File: src/rtl/rs232_tx_fifo.sv
`default_nettype none
// ============================================================================
// Module      : rs232_tx_fifo
// Description : Buffered RS-232 transmitter. Bytes enter a DEPTH-entry FIFO
//               over a valid/ready handshake and are serialised 8N1 (with
//               optional even/odd parity) on a registered, idle-high tx pin,
//               LSB first, PERIOD clocks per bit, frames back-to-back.
// Revision    : 1.0 - initial release
// ============================================================================
module rs232_tx_fifo #(
  parameter int PERIOD = 10,
  parameter int DEPTH  = 4,
  parameter int PARITY = 0
) (
  input  logic                     clk,
  input  logic                     resetn,
  input  logic [7:0]               in_data,
  input  logic                     in_valid,
  output logic                     in_ready,
  output logic                     tx,
  output logic                     busy,
  output logic [$clog2(DEPTH):0]   level
);

  localparam int AW = $clog2(DEPTH);
  localparam int LW = AW + 1;
  localparam int CW = $clog2(PERIOD) + 1;

  localparam logic [CW-1:0] CNT_LAST   = CW'(PERIOD - 1);
  localparam logic [LW-1:0] LEVEL_FULL = LW'(DEPTH);

  localparam logic [2:0] S_IDLE   = 3'd0;
  localparam logic [2:0] S_START  = 3'd1;
  localparam logic [2:0] S_DATA   = 3'd2;
  localparam logic [2:0] S_PARITY = 3'd3;
  localparam logic [2:0] S_STOP   = 3'd4;

  logic [7:0]    mem [DEPTH];
  logic [AW-1:0] wr_ptr;
  logic [AW-1:0] rd_ptr;
  logic [2:0]    state;
  logic [CW-1:0] cnt;
  logic [2:0]    bit_idx;
  logic [7:0]    shift;
  logic          par_acc;

  logic          push;
  logic          pop;
  logic          bit_end;
  logic          par_bit;
  logic [7:0]    pop_byte;

  // No bypass: a slot freed by a pop only becomes visible once level drops.
  assign in_ready = (level < LEVEL_FULL);
  assign push     = in_valid && in_ready;
  assign bit_end  = (cnt == CNT_LAST);
  assign pop_byte = mem[rd_ptr];

  // A byte leaves the FIFO either from IDLE or on the last STOP cycle, so
  // the next start bit follows the previous stop bit with no gap.
  assign pop  = (level != '0) &&
                ((state == S_IDLE) || ((state == S_STOP) && bit_end));
  assign busy = (state != S_IDLE) || (level != '0);

  // The accumulator holds even parity; odd parity is its complement.
  generate
    if (PARITY == 2) begin : g_odd_parity
      assign par_bit = ~par_acc;
    end else begin : g_even_parity
      assign par_bit = par_acc;
    end
  endgenerate

  // FIFO storage: written only on an accepted push, contents need no reset.
  always_ff @(posedge clk) begin
    if (push) begin
      mem[wr_ptr] <= in_data;
    end
  end

  // FIFO pointers and occupancy; pointers wrap naturally at power-of-two DEPTH.
  always_ff @(posedge clk or negedge resetn) begin
    if (!resetn) begin
      wr_ptr <= '0;
      rd_ptr <= '0;
      level  <= '0;
    end else begin
      if (push) begin
        wr_ptr <= wr_ptr + AW'(1);
      end
      if (pop) begin
        rd_ptr <= rd_ptr + AW'(1);
      end
      if (push && !pop) begin
        level <= level + LW'(1);
      end else if (pop && !push) begin
        level <= level - LW'(1);
      end
    end
  end

  // Framing FSM; tx is registered and changes on the same edge as the state.
  always_ff @(posedge clk or negedge resetn) begin
    if (!resetn) begin
      state   <= S_IDLE;
      cnt     <= '0;
      bit_idx <= '0;
      shift   <= '0;
      par_acc <= 1'b0;
      tx      <= 1'b1;
    end else begin
      case (state)
        S_IDLE: begin
          cnt <= '0;
          tx  <= 1'b1;
          if (pop) begin
            shift   <= pop_byte;
            par_acc <= ^pop_byte;
            state   <= S_START;
            tx      <= 1'b0;
          end
        end

        S_START: begin
          if (bit_end) begin
            cnt     <= '0;
            bit_idx <= '0;
            state   <= S_DATA;
            tx      <= shift[0];
          end else begin
            cnt <= cnt + CW'(1);
          end
        end

        S_DATA: begin
          if (bit_end) begin
            cnt   <= '0;
            shift <= {1'b0, shift[7:1]};
            if (bit_idx == 3'd7) begin
              bit_idx <= '0;
              if (PARITY != 0) begin
                state <= S_PARITY;
                tx    <= par_bit;
              end else begin
                state <= S_STOP;
                tx    <= 1'b1;
              end
            end else begin
              bit_idx <= bit_idx + 3'd1;
              tx      <= shift[1];
            end
          end else begin
            cnt <= cnt + CW'(1);
          end
        end

        S_PARITY: begin
          if (bit_end) begin
            cnt   <= '0;
            state <= S_STOP;
            tx    <= 1'b1;
          end else begin
            cnt <= cnt + CW'(1);
          end
        end

        S_STOP: begin
          if (bit_end) begin
            cnt <= '0;
            if (pop) begin
              shift   <= pop_byte;
              par_acc <= ^pop_byte;
              state   <= S_START;
              tx      <= 1'b0;
            end else begin
              state <= S_IDLE;
              tx    <= 1'b1;
            end
          end else begin
            cnt <= cnt + CW'(1);
          end
        end

        default: begin
          cnt   <= '0;
          state <= S_IDLE;
          tx    <= 1'b1;
        end
      endcase
    end
  end

endmodule
`default_nettype wire

File: config.mk
export PLATFORM = sky130hd
export DESIGN_NAME = rs232_tx_fifo
export DESIGN_NICKNAME = d
export VERILOG_FILES = /design/src/rtl/rs232_tx_fifo.sv
export SDC_FILE = /design/constraint.sdc
export NUM_CORES = 1
export LEC_CHECK = 0
export CAP_MARGIN = 20
export CORE_UTILIZATION = 58
export DETAILED_ROUTE_END_ITERATION = 8
export PLACE_DENSITY_LB_ADDON = 0.08
export SETUP_SLACK_MARGIN = 0.3
export SYNTH_ARGS = -nofsm -noshare
export SYNTH_HDL_FRONTEND = slang
export SYNTH_SLANG_ARGS = --single-unit
File: constraint.sdc
create_clock -name clk -period 2.7 [get_ports clk]
set_input_delay 0.54 -clock clk [delete_from_list [all_inputs] [get_ports clk]]
set_output_delay 0.54 -clock clk [all_outputs]
set_load 0.01 [all_outputs]
==> metrics.md, run 1 <==
| Metric | Value |
|---|---|
| Clock buffer depth | 2 |
| Cells after Synth | 173 |
| DRC marker count from the first detailed-route iteration | 53 |
| Slew Limit Headroom | 59.85% |
| Total power | ~3.3 mW |
| WL/cell | 16.52 um |
| RSZ-0062 raised after global routing | false |
| Sequential area share after synthesis | 62.16% |
| Yosys warns | 0 |
| Setup total negative slack | 0 ns |
| HP Class | reg -> reg |
| Share of cells above drive strength 1 | a little over a quarter |
| Worst skew pair latency | 0.32 ns |
| Die ar. | 4816 um^2 |
| Synth top area cells | edfxtp_1, dfrtp_1, mux2_2 |
| Post-Synth Simple-Gate Area | 7.170% |
| Crit path required time | 2.91 ns |
| Unique masters post-synth | 36 |
| Top cell type's share of synthesized area | roughly 36% |
| CTS tree | done |
| Synth Cell Area | roughly 2600 um^2 |
| CP Class | reg -> reg |
| Core area | 4354 um^2 |
| Starting Density | 60.52% |
| Largest net degree at the start of global routing | 28 |
| GRT Residual Overflow | 0 |
| Gr usage total | 19.94% |
| Crit-path cells | inv_1 -> ha_1 -> nand4bb_1 -> a2111oi_4 -> inv_1 -> ha_2 -> inv_2 -> fa_1 -> mux2_2 |
| Area growth from synthesis to layout | 17.09% |
| Register share of total power | 43.9% |
| Placer Congestion | 0.7523 |
| Max FO, Critical Path | 3 |
| Clock power frac | 22.2% |
| Worst vdd ir | 0.5090 mV |
| Fmax | between 400 and 500 MHz |
| Residual DRC | 0 |
| Hpwl dp | between 2 and 3 mm |
| Vias in the first global route | 1483 |
| First-pass GRT wire length | 7.024 mm |
| Top_reg_cell synth | edfxtp_1 |
| Port Buffers | 16 |
| Fin util | 70.86% |
| Maximum capacitance violations | 0 |
| Routed Antenna Nets | 0 |
| Post-synthesis mux area share | 13.68% |
| Switching share of power | 30.77% |
| Startpoint types | flip-flop |
| Average instance area after synthesis | 15.23 um^2 |
| Synth Area in Adders | under 10% |
| Flops & latches, synth | 59 |
| Die width | 69.40 um |
| Clock sink total | 59 |
| Antenna cells | 0 |
| Num CTS Buffers | 9 |
| Power per cell area | roughly 1100 nW/um^2 |
| Final net count | 223 |
| Die Y | around 70 um |
| Internal Power | about 2.3 mW |
| Delay of the slowest critical-path stage | between 0.4 and 0.5 ns |
| Count leader, synth | edfxtp_1 |
| Pleak | roughly 1.2 nW |
| H-tree lvl count | 3 |
| Top cells by count, synth | edfxtp_1, dfrtp_1, mux2_2 |
| Critical-path top delay cell | a2111oi_4 |
| Initial antenna violation count | 0 |
| Syn nets | 194 |
| Area leader, netlist | edfxtp_1 |
| Worst setup EP type | flip-flop |
| Non-Filler Instances | 258 |
| Avg Vias per Cell | 5.698 |
| Reg clk slew, reported paths | 0.07 ns |
| Largest family of logic cells by synthesized area | multiplexers |
| Number of enable flip-flop cells after synthesis | 32 |
| Status | complete, no violations |
| Row count | 24 |
| Arr. time, crit path | 2.53 ns |
| Drt first pass iters | 4 |
| Worst slew pin tran | 0.6022 ns |
| Final period util | 86.19% |
| Post-route clock skew | about 0.0074 ns |
| Post-synth ARST share | 45.76% |
| Via count | 1470 |
| IO Pins | 17 |
| Final Hold Viols | 0 |
| CP dominant cell by count | inv_1 |
| Slew Viols, Final | 0 |
| Setup Viol. Count Final | 0 |
| Complex-gate fraction of the synthesized area | 6.553% |
| CTS Root Cell | clkbuf_8 |
| Dpl cells | 237 |
| Post-Route WL | approximately 4.3 mm |
| Logic gate share of total power | between 30% and 40% |
| Crit path time final | roughly 2.3 ns |
| Switching power | 1.003 mW |
| Post-synthesis xor/xnor area fraction | 2.991% |
-- metrics by stage --
step                area [um^2]  hold WS (ns)  worst slack (ns)
global placement           2860        0.4774            0.3405
finish                     3085        0.5123            0.3730
global route               3085        0.5422            0.2744
floorplan                  2635        0.2444            0.3705
detailed placement         2860        0.4937            0.2597
CTS                        3059        0.5134            0.3182
-- cells in the final DEF, fill, tap and decap left out, drive strengths merged, types with 3 or more instances in the layout --
cell type and instances:
mux4 8, xnor2 5, inv 7, a21oi 4, mux2 16, clkbuf 11
o2bb2ai 3, clkdlybuf4s50 16, edfxtp 32, nor2b 4, nor2 9, nand2 6
clkinv 3, and2 4, dfrtp 26, buf 11, xor2 4, o21ai 3
nand3 3, ha 9
-- final cells by class --
cell class	instances	area (um^2)
Clock buffer	11	131.4
Clock inverter	4	42.54
Fill cell	279	1269
Inverter	7	26.28
Multi-Input combinational cell	98	935.9
Sequential cell	59	1642
Tap cell	52	65.06
Timing Repair Buffer	27	242.7
-- logic make-up (layout without fill, tap and decap cells) --
group / Yosys count / after routing
xor+xnor: 9 / 9
fa+ha+maj: 10 / 10
buf+inv: 16 / 49
simple gates: 35 / 35
flops: 59 / 59
mux: 24 / 24
compound gates: 20 / 20
-- registers in the layout, indices dropped and copies added, names as in the netlist --
name     count
rd_ptr       2
mem         32
tx           1
state        3
bit_idx      3
shift        8
wr_ptr       2
level        3
cnt          5
-- timing repair --
action                                  CTS  global route
hold buffers                              0             0
setup buffers                             3             3
endpoints found under the hold margin     0             0
pin swaps                                 1             2
cloned                                    0             0
endpoints found under the setup margin    2             2
resized for setup                         2             3
-- power groups by stage --
stage	combinational [mW]	sequential (mW)	clock, mW
final	1.10	1.43	0.725
after global routing	1.22	1.47	0.776
after CTS	1.08	1.44	0.743
after detailed placement	1.01	1.50	0
after global placement	0.950	1.48	0
after floorplan	0.839	1.35	0
-- routing by layer --
metal	wire length [um]	vias to the layer above	track usage [%]
met5	0	-	0
met3	105	2	4.797
li1	-	698	-
met4	17	0	11.56
met2	2321	22	33.33
met1	1819	748	23.49
-- worst paths after layout --
check | from | to | slack (ns) | cells past startpoint
setup / recovery | cnt[1] | level[1] | 0.37 | 9
hold / removal | shift[6] | shift[6] | 0.51 | 1
setup reg to reg | cnt[1] | level[1] | 0.37 | 9
hold reg to reg | shift[6] | shift[6] | 0.51 | 1
max in group asynchronous | resetn | tx | 1.80 | 2
min in group asynchronous | resetn | bit_idx[2] | 0.59 | 2
-- worst max-delay path, delay by kind of cell, from the launching register on --
family	cells	cell delay [ns]
AO/OA/AOI/OAI	1	0.42
adder cells (fa/ha/maj)	3	0.74
buffers and inverters	3	0.20
flip-flops	1	0.40
AND/OR/NAND/NOR	1	0.18
multiplexers	1	0.27
No activity file was read; power rests on OpenSTA's default activity.
==> run 2, diff against run 1 <==
PLACE_DENSITY = 0.78   (was not set)
PLACE_DENSITY_LB_ADDON = not set   (was 0.08)
==> run 2 against run 1 <==
  * Count of clock-buffer cells in the layout shrank 2
  * Hold slack better by 0.0033 ns
  * Sequential power is essentially flat
  * Critical endpoint unchanged
  * Largest power group unchanged
==> metrics.md, run 2 (synthesis gave the netlist of run 1 again) <==
| Metric | Value |
|---|---|
| CTS tree | done |
| Final net count | 223 |
| Share of cells above drive strength 1 | 29.47% |
| Worst setup EP type | flip-flop |
| Clock buffer depth | 2 |
| Area growth from synthesis to layout | 19.75% |
| H-tree lvl count | 3 |
| Clock sink total | just under 60 |
| Initial antenna violation count | 0 |
| Vias in the first global route | 1598 |
| Status | complete, no violations |
| Crit-path cells | inv_2 -> ha_4 -> nand4bb_4 -> a2111oi_4 -> inv_1 -> ha_1 -> inv_1 -> fa_1 -> mux2_2 |
| Commonest non-fill, non-tap cells in the layout | edfxtp_1, dfrtp_1, mux2_2, clkdlybuf4s50_1, buf_4 |
| CP dominant cell by count | inv_1 |
| Avg Vias per Cell | between 5 and 6 |
| Power per cell area | around 1100 nW/um^2 |
| HP Class | reg -> reg |
| Non-Filler Instances | 259 |
| Crit path required time | slightly below 3 ns |
| CP Class | reg -> reg |
| Setup Viol. Count Final | 0 |
| Worst vdd ir | 0.7086 mV |
| Post-Route WL | 4.534 mm |
| Reg clk slew, reported paths | about 0.07 ns |
| Starting Density | 60.52% |
| GRT Residual Overflow | 0 |
| Via count | 1475 |
| Row count | 24 |
| Worst slew pin tran | 0.6123 ns |
| WL/cell | 17.51 um |
| Slew Limit Headroom | 59.03% |
| First-pass GRT wire length | 7.541 mm |
| Residual DRC | 0 |
| Max FO, Critical Path | 2 |
| Pleak | 1.192 nW |
| Gr usage total | 21.14% |
| Routed Antenna Nets | 0 |
| Core area | 4354 um^2 |
| Fmax | ~430 MHz |
| Fin area | between 3000 and 4000 um^2 |
| Antenna cells | 0 |
| Post-route clock skew | 0.008333 ns |
| Area post-placement | 2853 um^2 |
| Placer Congestion | around 0.7 |
| Largest regs | mem (32), shift (8), cnt (5) |
| Arr. time, crit path | between 2 and 3 ns |
| Most common cell after layout, fill and taps aside | edfxtp_1 |
| CTS Root Cell | clkbuf_8 |
| Die Y | 69.40 um |
| Worst skew pair latency | 0.33 ns |
| DRC marker count from the first detailed-route iteration | 56 |
| Largest net degree at the start of global routing | 28 |
| Maximum capacitance violations | 0 |
| Die ar. | 4816 um^2 |
| Slew Viols, Final | 0 |
| Total power | ~3.5 mW |
| Final Hold Viols | 0 |
| Startpoint types | flip-flop |
| Drt first pass iters | 4 |
| Delay of the slowest critical-path stage | 0.41 ns |
| Max reg flops | 32 |
| Num CTS Buffers | 9 |
| Critical-path top delay cell | fa_1 |
| Port Buffers | 16 |
| RSZ-0062 raised after global routing | false |
| Crit path time final | around 2.3 ns |
| Final period util | 85.93% |
| Dpl cells | 236 |
| Register area | 1643 um^2 |
| Setup total negative slack | 0 ns |
| Hold WS | 0.5156 ns |
| Hpwl dp | 3.018 mm |
| Top reg by flops | mem |
| Die width | 69.40 um |
| Filler cells | 253 |
| Area occupied by multi-input gates | 962.2 um^2 |
| IO Pins | 17 |
run 2: path summary, 6_finish.rpt:
path / start / to / slack (ns) / depth (start not counted)
setup / recovery: cnt[1] / level[1] / 0.38 / 9
hold / removal: shift[3] / shift[3] / 0.52 / 1
setup reg to reg: cnt[1] / level[1] / 0.38 / 9
hold reg to reg: shift[3] / shift[3] / 0.52 / 1
max in group asynchronous: resetn / tx / 1.82 / 2
min in group asynchronous: resetn / bit_idx[2] / 0.58 / 2
run 2: power breakdown:
| group | switching [mW] | total (mW) | internal [mW] |
|---|---|---|---|
| combinational | 0.501 | 1.14 | 0.641 |
| clock | 0.348 | 0.864 | 0.515 |
| sequential | 0.228 | 1.45 | 1.22 |
| total | 1.08 | 3.45 | 2.37 |
run 2: routing by layer:
metal / global-route usage (%) / part of all wire [%] / up-vias
li1: - / - / 697
met1: 24.79 / 43 / 742
met2: 35.92 / 52 / 27
met3: 5.523 / 3.1 / 9
met4: 10.66 / 1.7 / 0
met5: 0 / 0 / -
run 2: final cells by class:
type / count / area share (%)
flip-flops and latches: 59 / 52.06
multi-input cells: 98 / 30.49
repair buffers: 27 / 7.692
clock buffers: 9 / 3.925
clock inverters: 7 / 2.934
well taps: 52 / 2.062
inverters: 7 / 0.8327
run 2: worst max-delay path, delay by kind of cell (launching register included):
kind / cells / cell delay (ns)
muxes: 1 / 0.28
adders and majority gates: 3 / 0.76
buffers and inverters: 3 / 0.23
and+or+nand+nor: 1 / 0.14
DFF: 1 / 0.39
AOI/OAI and AO/OA: 1 / 0.40
run 2: per-stage QoR:
step	util [%]	setup slack [ns]
after global placement	65.52	0.3407
after CTS	71.26	0.3213
after global routing	72.47	0.2978
after detailed placement	65.52	0.2023
final	72.47	0.3800
after floorplan	-	0.3705
run 2: what timing repair did:
item                                    CTS  global route
gates resized for setup                   3             5
pin swaps                                 1             1
endpoints found under the setup margin    2             2
gates cloned                              0             0
hold buffers                              0             0
buffers inserted                          4             3
